--- config.mk ---
export PLATFORM = sky130hd
export DESIGN_NAME = multicycle_controller
export DESIGN_NICKNAME = d
export VERILOG_FILES = /design/src/rtl/multicycle_controller.sv
export SDC_FILE = /design/constraint.sdc
export NUM_CORES = 1
export LEC_CHECK = 0
export CAP_MARGIN = 30
export CELL_PAD_IN_SITES_DETAIL_PLACEMENT = 1
export CELL_PAD_IN_SITES_GLOBAL_PLACEMENT = 1
export CORE_ASPECT_RATIO = 0.7
export CORE_UTILIZATION = 34
export CTS_BUF_LIST = sky130_fd_sc_hd__clkbuf_8
export DETAILED_ROUTE_END_ITERATION = 8
export GPL_ROUTABILITY_DRIVEN = 0
export GPL_TIMING_DRIVEN = 0
export PLACE_DENSITY = 0.82
export REMOVE_ABC_BUFFERS = 1
export SLEW_MARGIN = 15
export SYNTH_ARGS = -nofsm -noshare
export SYNTH_HDL_FRONTEND = slang
export SYNTH_SLANG_ARGS = --single-unit
--- constraint.sdc ---
create_clock -name clk -period 2 [get_ports clk]
set_clock_uncertainty 0.15 [all_clocks]
set_input_delay 0.4 -clock clk [delete_from_list [all_inputs] [get_ports clk]]
set_output_delay 0.4 -clock clk [all_outputs]
set_load 0.05 [all_outputs]
--- src/rtl/multicycle_controller.sv ---
`default_nettype none
// ============================================================================
//  Module      : multicycle_controller
//  Description : Multi-cycle control FSM for the simple RISC CPU. Sequences
//                reset, fetch, decode and execute for MOV, ALU, CMP, LDR, STR
//                and HALT, with a ready/hold memory handshake and a sticky
//                watchdog timeout. Optional branch support (B<cond>, BL) is
//                enabled by defining MULTICYCLE_CTRL_BRANCH_EN.
//  Revision    : 1.0 - initial release
// ============================================================================
module multicycle_controller #(
    parameter int TIMEOUT_W   = 8,
    parameter int TIMEOUT_MAX = 255,
    parameter int UNDEF_HALT  = 1
) (
    input  logic       clk,
    input  logic       rst_n,
    input  logic [2:0] opcode_i,
    input  logic [1:0] op_i,
    input  logic [2:0] cond_i,
    input  logic       flag_z_i,
    input  logic       flag_n_i,
    input  logic       flag_v_i,
    input  logic       mem_ready_i,
    output logic       loada_o,
    output logic       loadb_o,
    output logic       loadc_o,
    output logic       loads_o,
    output logic       write_o,
    output logic [2:0] nsel_o,
    output logic [1:0] vsel_o,
    output logic [1:0] sel_o,
    output logic       reset_pc_o,
    output logic       load_pc_o,
    output logic       addr_sel_o,
    output logic       load_ir_o,
    output logic       load_addr_o,
    output logic [1:0] pc_sel_o,
    output logic [1:0] mem_cmd_o,
    output logic       halted_o,
    output logic       timeout_err_o,
    output logic [4:0] state_dbg_o
);

    localparam logic [4:0] S_RST       = 5'd0;
    localparam logic [4:0] S_IF1       = 5'd1;
    localparam logic [4:0] S_IF2       = 5'd2;
    localparam logic [4:0] S_UPDATE_PC = 5'd3;
    localparam logic [4:0] S_DECODE    = 5'd4;
    localparam logic [4:0] S_GETA      = 5'd5;
    localparam logic [4:0] S_GETB      = 5'd6;
    localparam logic [4:0] S_ALU       = 5'd7;
    localparam logic [4:0] S_WREG      = 5'd8;
    localparam logic [4:0] S_WIMM      = 5'd9;
    localparam logic [4:0] S_COMP      = 5'd10;
    localparam logic [4:0] S_ADDR      = 5'd11;
    localparam logic [4:0] S_LADDR     = 5'd12;
    localparam logic [4:0] S_MRD       = 5'd13;
    localparam logic [4:0] S_WMEM      = 5'd14;
    localparam logic [4:0] S_GETD      = 5'd15;
    localparam logic [4:0] S_PASS      = 5'd16;
    localparam logic [4:0] S_MWR       = 5'd17;
    localparam logic [4:0] S_HALT      = 5'd18;
`ifdef MULTICYCLE_CTRL_BRANCH_EN
    localparam logic [4:0] S_BR        = 5'd19;
    localparam logic [4:0] S_BL        = 5'd20;
`endif

    localparam logic [1:0] MNONE  = 2'b00;
    localparam logic [1:0] MREAD  = 2'b01;
    localparam logic [1:0] MWRITE = 2'b10;

    localparam logic [2:0] NSEL_RN = 3'b001;
    localparam logic [2:0] NSEL_RM = 3'b010;
    localparam logic [2:0] NSEL_RD = 3'b100;

    localparam logic [TIMEOUT_W-1:0] C_TMAX = TIMEOUT_W'(TIMEOUT_MAX);
    localparam logic [4:0] C_UNDEF_NEXT = (UNDEF_HALT != 0) ? S_HALT : S_IF1;

    logic [4:0]           state_q, state_d;
    logic [TIMEOUT_W-1:0] cnt_q, cnt_d;
    logic                 err_q, err_d;
    logic [4:0]           mem_done_d;
    logic                 br_taken;

    // State, watchdog counter and sticky error register
    always_ff @(posedge clk or negedge rst_n) begin
        if (!rst_n) begin
            state_q <= S_RST;
            cnt_q   <= '0;
            err_q   <= 1'b0;
        end else begin
            state_q <= state_d;
            cnt_q   <= cnt_d;
            err_q   <= err_d;
        end
    end

    // Destination once the current memory wait state sees mem_ready
    always_comb begin
        mem_done_d = S_IF2;
        if (state_q == S_MRD) begin
            mem_done_d = S_WMEM;
        end else if (state_q == S_MWR) begin
            mem_done_d = S_IF1;
        end
    end

`ifdef MULTICYCLE_CTRL_BRANCH_EN
    // Branch condition evaluation from the status flags
    always_comb begin
        br_taken = 1'b0;
        case (cond_i)
            3'b000:  br_taken = 1'b1;
            3'b001:  br_taken = flag_z_i;
            3'b010:  br_taken = ~flag_z_i;
            3'b011:  br_taken = flag_n_i ^ flag_v_i;
            3'b100:  br_taken = (flag_n_i ^ flag_v_i) | flag_z_i;
            default: br_taken = 1'b0;
        endcase
    end
`else
    // Branch support absent: condition and flags are not consulted
    logic unused_branch_inputs;
    assign unused_branch_inputs = ^{cond_i, flag_z_i, flag_n_i, flag_v_i};
    assign br_taken = 1'b0;
`endif

    // Next-state logic; the counter runs only while a memory state is held
    always_comb begin
        state_d = state_q;
        cnt_d   = '0;
        err_d   = err_q;
        case (state_q)
            S_RST:       state_d = S_IF1;
            S_IF1, S_MRD, S_MWR: begin
                if (mem_ready_i) begin
                    state_d = mem_done_d;
                end else if (cnt_q == C_TMAX) begin
                    state_d = S_HALT;
                    err_d   = 1'b1;
                end else begin
                    cnt_d = cnt_q + TIMEOUT_W'(1);
                end
            end
            S_IF2:       state_d = S_UPDATE_PC;
            S_UPDATE_PC: state_d = S_DECODE;
            S_DECODE: begin
                state_d = C_UNDEF_NEXT;
                if (opcode_i == 3'b111) begin
                    state_d = S_HALT;
                end else if (opcode_i == 3'b110 && op_i == 2'b10) begin
                    state_d = S_WIMM;
                end else if (opcode_i == 3'b110 && op_i == 2'b00) begin
                    state_d = S_GETB;
                end else if (opcode_i == 3'b101) begin
                    state_d = S_GETA;
                end else if ((opcode_i == 3'b011 || opcode_i == 3'b100) && op_i == 2'b00) begin
                    state_d = S_GETA;
`ifdef MULTICYCLE_CTRL_BRANCH_EN
                end else if (opcode_i == 3'b001 && op_i == 2'b00) begin
                    state_d = S_BR;
                end else if (opcode_i == 3'b010 && op_i == 2'b00) begin
                    state_d = S_BL;
`endif
                end
            end
            S_GETA: begin
                if (opcode_i == 3'b011 || opcode_i == 3'b100) begin
                    state_d = S_ADDR;
                end else if (op_i == 2'b11) begin
                    state_d = S_ALU;
                end else begin
                    state_d = S_GETB;
                end
            end
            S_GETB:      state_d = (opcode_i == 3'b101 && op_i == 2'b01) ? S_COMP : S_ALU;
            S_ALU:       state_d = S_WREG;
            S_WREG:      state_d = S_IF1;
            S_WIMM:      state_d = S_IF1;
            S_COMP:      state_d = S_IF1;
            S_ADDR:      state_d = S_LADDR;
            S_LADDR:     state_d = (opcode_i == 3'b011) ? S_MRD : S_GETD;
            S_WMEM:      state_d = S_IF1;
            S_GETD:      state_d = S_PASS;
            S_PASS:      state_d = S_MWR;
            S_HALT:      state_d = S_HALT;
`ifdef MULTICYCLE_CTRL_BRANCH_EN
            S_BR:        state_d = S_IF1;
            S_BL:        state_d = S_IF1;
`endif
            default:     state_d = S_RST;
        endcase
    end

    // Moore outputs per state, refined by decode inputs where needed
    always_comb begin
        loada_o     = 1'b0;
        loadb_o     = 1'b0;
        loadc_o     = 1'b0;
        loads_o     = 1'b0;
        write_o     = 1'b0;
        nsel_o      = 3'b000;
        vsel_o      = 2'b00;
        sel_o       = 2'b00;
        reset_pc_o  = 1'b0;
        load_pc_o   = 1'b0;
        addr_sel_o  = 1'b0;
        load_ir_o   = 1'b0;
        load_addr_o = 1'b0;
        pc_sel_o    = 2'b00;
        mem_cmd_o   = MNONE;
        halted_o    = 1'b0;
        case (state_q)
            S_RST:       begin reset_pc_o = 1'b1; load_pc_o = 1'b1; end
            S_IF1:       begin addr_sel_o = 1'b1; mem_cmd_o = MREAD; end
            S_IF2:       begin addr_sel_o = 1'b1; mem_cmd_o = MREAD; load_ir_o = 1'b1; end
            S_UPDATE_PC: load_pc_o = 1'b1;
            S_GETA:      begin nsel_o = NSEL_RN; loada_o = 1'b1; end
            S_GETB:      begin nsel_o = NSEL_RM; loadb_o = 1'b1; end
            S_ALU: begin
                loadc_o = 1'b1;
                if ((opcode_i == 3'b110 && op_i == 2'b00) || (opcode_i == 3'b101 && op_i == 2'b11)) begin
                    sel_o = 2'b01;
                end
            end
            S_WREG:      begin nsel_o = NSEL_RD; vsel_o = 2'b00; write_o = 1'b1; end
            S_WIMM:      begin nsel_o = NSEL_RN; vsel_o = 2'b10; write_o = 1'b1; end
            S_COMP:      loads_o = 1'b1;
            S_ADDR:      begin sel_o = 2'b10; loadc_o = 1'b1; end
            S_LADDR:     load_addr_o = 1'b1;
            S_MRD:       mem_cmd_o = MREAD;
            S_WMEM:      begin nsel_o = NSEL_RD; vsel_o = 2'b11; write_o = 1'b1; mem_cmd_o = MREAD; end
            S_GETD:      begin nsel_o = NSEL_RD; loadb_o = 1'b1; end
            S_PASS:      begin sel_o = 2'b01; loadc_o = 1'b1; end
            S_MWR:       mem_cmd_o = MWRITE;
            S_HALT:      halted_o = 1'b1;
`ifdef MULTICYCLE_CTRL_BRANCH_EN
            S_BR: begin
                if (br_taken) begin
                    load_pc_o = 1'b1;
                    pc_sel_o  = 2'b01;
                end
            end
            S_BL: begin
                nsel_o    = NSEL_RN;
                vsel_o    = 2'b01;
                write_o   = 1'b1;
                load_pc_o = 1'b1;
                pc_sel_o  = 2'b01;
            end
`endif
            default: ;
        endcase
    end

    assign timeout_err_o = err_q;
    assign state_dbg_o   = state_q;

endmodule
`default_nettype wire
# Word-level counts from Yosys, hierarchy flattened
# Index checks and enable logic that the tools add are counted.
dict set report op_classes {
  n_bitwise 1
  addsub 1
  eq_ne 28
  n_mux 33
  n_reduce_logical 20
}
# cell count
set ops {}
lappend ops {{5-bit one-hot mux with 13 select lines} 1}
lappend ops {{5-bit by 4-bit equality test with 1-bit output, second input constant} 8}
lappend ops {{5-bit 2-to-1 mux} 7}
lappend ops {{8-bit 2-to-1 mux} 3}
lappend ops {{5-bit by 3-bit equality test with 1-bit output, second input constant} 4}
lappend ops {{5-bit equality test, second input constant} 3}
lappend ops {{1-bit 2-to-1 mux} 13}
lappend ops {{3-bit equality test, second input constant} 4}
lappend ops {{4-bit 2-to-1 mux} 3}
lappend ops {{3-bit OR reduction} 4}
lappend ops {{5-bit by 2-bit equality test with 1-bit output, second input constant} 2}
lappend ops {{3-bit one-hot mux with 3 select lines} 1}
lappend ops {{8-bit by 1-bit adder with 8-bit output, second input constant} 1}
lappend ops {{8-bit equality test, second input constant} 1}
lappend ops {{2-bit one-hot mux with 2 select lines} 2}
lappend ops {{2-bit OR reduction} 4}
lappend ops {{2-bit one-hot mux with 3 select lines} 1}
lappend ops {{5-bit by 1-bit equality test with 1-bit output, second input constant} 1}
lappend ops {{1-bit logical AND} 5}
lappend ops {{5-bit zero test} 1}
lappend ops {{5-bit OR reduction} 1}
lappend ops {{2-bit equality test, second input constant} 2}
lappend ops {{2-bit 2-to-1 mux} 2}
lappend ops {{4-bit OR reduction} 1}
lappend ops {{7 further kinds} 8}
dict set report word_totals {
  out_inout_bits 28
  register_bits 14
  elab_cells 86
}

# Logic depth before layout (Yosys ltp)
dict set report depth {
  ltp_word 9
  ltp_mapped 6
  ltp_nobuf 5
}

# Worst setup path before layout
# No wires, ideal clock.
dict set report synth_timing {
  path_kind {flip-flop to output port}
  start {register state_q[2] (netlist: state_dbg_o[2])}
  end {output loadc_o}
  arrival_time_ns 2.662
  path_stages_with_launch 5
  path_buffers 2
  setup_slack_ns -1.212
  path_cell_list {dfrtp_1 -> buf_2 -> clkbuf_1 -> nor3_1 -> nand2b_1}
}
dict set report synth_via {
  elab_chain_cells 3
  word_cells_on_any_way 5
}
# item line
set synth_rtl {}
lappend synth_rtl {{start, declared} 80} ;# logic [4:0] state_q, state_d;
lappend synth_rtl {{start signal, assigned} 93} ;# state_q <= state_d;
lappend synth_rtl {{5-bit equality test (tied with other cells)} 214} ;# case (state_q)
lappend synth_rtl {{3-bit OR reduction (no line) *} -}
lappend synth_rtl {{1-bit 2-to-1 mux *} 214}
lappend synth_rtl {{end, declared} 27} ;# output logic loadc_o,
# Every way passes the cells marked *; elsewhere a longest branch is shown, timed or not.

# Final worst setup path
dict set report layout_timing {
  start {register state_q[1] (netlist: state_dbg_o[1])}
  end {output nsel_o[2]}
}
dict set report layout_via {
  elab_chain_cells 3
  word_cells_on_any_way 9
}
# item line
set layout_rtl {}
lappend layout_rtl {{5-bit by 4-bit equality test with 1-bit output or 5-bit by 3-bit equality test with 1-bit output (tied branches)} 214}
lappend layout_rtl {{3-bit OR reduction (no line) or 2-bit OR reduction (tied branches)} -}
lappend layout_rtl {{3-bit one-hot mux with 3 select lines *} 214}
lappend layout_rtl {{end, declared} 30} ;# output logic [2:0] nsel_o,
# Marks and branches as above.

==> flow_metrics.env <==
export IMPL_status="finished with violations"
export IMPL_violations="setup timing"
export IMPL_crit_fanout=6
export IMPL_drive_gt1_frac=0.500
export IMPL_overflow=0
export IMPL_die_area_sq_um=4110
export IMPL_drc=0
export IMPL_drv_cap=0
export IMPL_clk_pin_slew_ns=0.07
export IMPL_p_leak_nw=1.03
export IMPL_hold_class="flip-flop to flip-flop"
export IMPL_max_stage_delay_ns=0.49
export IMPL_p_int_mw=1.85
export IMPL_fp_row_count=18
export IMPL_slew_violations=0
export IMPL_final_cells=290
export IMPL_clock_latency_ns=0.25
export IMPL_finalSetupViolCount=22
export IMPL_core_area_sq_um=3600
export IMPL_fp_dieH_um=54.0
export IMPL_ys_types=50
export IMPL_ys_ff_latch=14
export IMPL_ant_nets=0
export IMPL_fillCellCount=396
export IMPL_cpMaxStageDelayCell="dfrtp_2"
export IMPL_syn_to_final_growth_pct=80.3
export IMPL_first_pass_iters=5
export IMPL_cp_start_kind="flip-flop"
export IMPL_avgSynthCellArea_sq_um=7.45
export IMPL_synth_top_area_cell="dfrtp_1"
export IMPL_seqPwrFrac=0.120
export IMPL_start_util=0.364
export IMPL_finalCritPeriodShare=1.22
export IMPL_clockBufferDepth=2
export IMPL_yosysTopAreaCellShare=0.267
export IMPL_synth_area_top_cells="dfrtp_1 (27%), nor2_1 (6.0%), nor3_1 (5.0%), nand2_1 (4.3%), nand2b_1 (3.8%)"
export IMPL_cp_end_kind="output pin"
export IMPL_grt_use_met1=0.364
export IMPL_cp_data_arrival_time_ns=1.90
export IMPL_synth_ff_type="dfrtp_1"
export IMPL_vias_per_cell=6.68
export IMPL_grt_first_pass_wirelength_mm=9.17
export IMPL_first_global_vias=1718
export IMPL_die_x_um=76.2
export IMPL_h_tree_depth=1
export IMPL_pwr_share_clk=0.070
export IMPL_nNetsFinal=256
export IMPL_antenna_found_initial=0
export IMPL_finalCriticalPeriod_ns=2.45
export IMPL_yosysWarnings=0
export IMPL_numClockSinks=14
export IMPL_use_met3=0.0610
export IMPL_hold_viol_final=0
export IMPL_required_ns=1.45
export IMPL_num_io_pins=42
export IMPL_vdd_drop_max_v=0.000963
export IMPL_cts_buffers=3
export IMPL_slew_headroom=0.565
export IMPL_switchingPower_mw=2.24
export IMPL_grt_usage=0.293
export IMPL_p_total_mw=4.09
export IMPL_criticalPathCategory="flip-flop to output pin"
export IMPL_routed_wl_mm=8.74
export IMPL_root_buffer="clkbuf_8"
export IMPL_use_met2=0.518
export IMPL_drt_iter0_drc=258
export IMPL_powerDensity_nw_per_um2=1730
export IMPL_dp_hpwl_mm=3.08
export IMPL_worstPathCellList="buf_6 > or2_4 > nor2_2 > a21oi_1 > nor2_1 > buf_6"
export IMPL_vias=1937
export IMPL_cts_tree="yes"
export IMPL_synth_async_reset_ratio=1.00
export IMPL_ys_seq_area_frac=0.267
export IMPL_grt_max_degree=15
export IMPL_syn_area_sq_um=1310
export IMPL_worst_slack_ns=-0.445
export IMPL_dp_cells=242
export IMPL_pwr_share_comb=0.810
export IMPL_syn_inst=176
export IMPL_wire_per_inst_um=30.1
export IMPL_io_buffers=33
export IMPL_synth_edf_count=0
export IMPL_busiest_layer="met2"
export IMPL_crit_top_cell="buf_6"
export IMPL_switching_share=0.547
export IMPL_clock_fmax_ghz=0.409
export IMPL_rsz0062_at_grt="true"
export IMPL_antenna_cells=0
export IMPL_tightestPinTransition_ns=0.651
-- critical path, delay by kind of cell, from the launching register on --
family,cells,cell delay [ns]
buffers and inverters,2,0.37
flip-flops,1,0.49
AO/OA/AOI/OAI,1,0.08
AND/OR/NAND/NOR,3,0.69
-- stage by stage --
stage                util  worst slack, ns  hold slack (ns)  TNS (ns)  area [sq um]
detailed placement  0.450            -1.33            0.325    -16.98          1620
CTS                 0.536           -0.194            0.341    -0.601          1930
global placement    0.450            -1.22            0.317    -15.23          1620
global route        0.656           -0.441            0.403     -3.26          2360
floorplan               -            -1.31          -0.0456    -15.14          1230
finish              0.656           -0.445            0.378     -2.71          2360
-- area by class of cell --
class | instances | area [sq um] | area share
well taps | 50 | 62.6 | 0.0265
inverters | 5 | 18.8 | 0.00794
clock buffers | 4 | 55.1 | 0.0233
multi-input cells | 140 | 1120 | 0.476
repair buffers | 77 | 747 | 0.316
flip-flops and latches | 14 | 357 | 0.151
-- state kept, by name, indices dropped and copies added, names as in the netlist --
register       cells
state_dbg_o        5
timeout_err_o      1
cnt_q              8
-- Yosys cell counts, types with 2 or more instances --
| cell type | instances |
|---|---|
| and3b_1 | 2 |
| nand3b_1 | 3 |
| and2_1 | 2 |
| dfrtp_1 | 14 |
| and3_1 | 2 |
| nor3_1 | 13 |
| or3_1 | 2 |
| clkbuf_1 | 13 |
| nor2b_1 | 3 |
| a21oi_1 | 7 |
| nor2_1 | 21 |
| o311a_1 | 3 |
| buf_4 | 2 |
| xor2_1 | 2 |
| o22ai_1 | 3 |
| nor4bb_1 | 2 |
| xnor2_1 | 4 |
| nand4_1 | 2 |
| o21bai_1 | 2 |
| o21ai_0 | 5 |
| nand3_1 | 4 |
| or2_2 | 2 |
| a211oi_1 | 3 |
| a211o_1 | 2 |
| buf_2 | 2 |
| nand2b_1 | 8 |
| a31oi_1 | 4 |
| inv_1 | 5 |
| nand2_1 | 15 |
| o31ai_1 | 2 |
| mux2i_1 | 3 |
-- kinds of logic (layout without fill, tap and decap cells) --
| family | Yosys count | in the layout | synth area share |
|---|---|---|---|
| other cells | 1 | 2 | 0.00286 |
| flops | 14 | 14 | 0.267 |
| buf+inv | 23 | 86 | 0.0792 |
| simple gates | 90 | 90 | 0.374 |
| compound gates | 38 | 38 | 0.204 |
| fa+ha+maj | 1 | 1 | 0.00954 |
| mux | 3 | 3 | 0.0229 |
| xor+xnor | 6 | 6 | 0.0401 |
-- path summary, 6_finish.rpt --
path,slack (ns),to,cells past startpoint,startpoint
setup / recovery,-0.45,nsel_o[2],6,state_dbg_o[1]$_DFFE_PN0P_
max in group asynchronous,0.84,state_dbg_o[3]$_DFFE_PN0P_,1,rst_n
hold reg to reg,0.38,cnt_q[0]$_DFF_PN0_,1,cnt_q[0]$_DFF_PN0_
setup reg to reg,-0.13,state_dbg_o[4]$_DFFE_PN0P_,5,state_dbg_o[1]$_DFFE_PN0P_
min in group asynchronous,0.39,cnt_q[6]$_DFF_PN0_,1,rst_n
hold / removal,0.38,cnt_q[0]$_DFF_PN0_,1,cnt_q[0]$_DFF_PN0_
-- layout by cell type (no fill, tap or decap), types with 4 or more instances in the layout --
master / Yosys / routed
nor2_2: 0 / 4
buf_4: 2 / 33
or2_4: 1 / 4
a31oi_1: 4 / 4
nand3_1: 4 / 4
o21ai_0: 5 / 4
nor3_4: 0 / 8
inv_1: 5 / 5
clkbuf_8: 0 / 4
buf_6: 1 / 31
nand2b_4: 0 / 5
dfrtp_2: 0 / 5
dlygate4sd2_1: 0 / 4
a21oi_1: 7 / 6
nor2_1: 21 / 14
buf_8: 0 / 4
nand2_1: 15 / 13
dfrtp_1: 14 / 9
nor3_1: 13 / 4
-- per-layer routing --
metal  vias to the layer above  wire [um]
li1                        755          -
met1                       952       3480
met2                       190       3830
met3                        40       1030
met4                         0        390
met5                         -          0
-- timing repair --
action	CTS	global route
buffers inserted	20	24
gates cloned	0	0
gates resized for setup	207	74
hold buffers	0	0
endpoints found under the setup margin	35	26
pin swaps	7	19
-- power groups by stage --
| stage | logic [mW] | registers, mW | clock network (mW) |
|---|---|---|---|
| floorplan | 1.01 | 0.639 | 0 |
| CTS | 2.31 | 0.455 | 0.279 |
| finish | 3.31 | 0.491 | 0.287 |
| detailed placement | 1.64 | 0.564 | 0 |
| global placement | 1.61 | 0.552 | 0 |
| global route | 3.35 | 0.493 | 0.302 |
(Power assumes the default switching activity.)
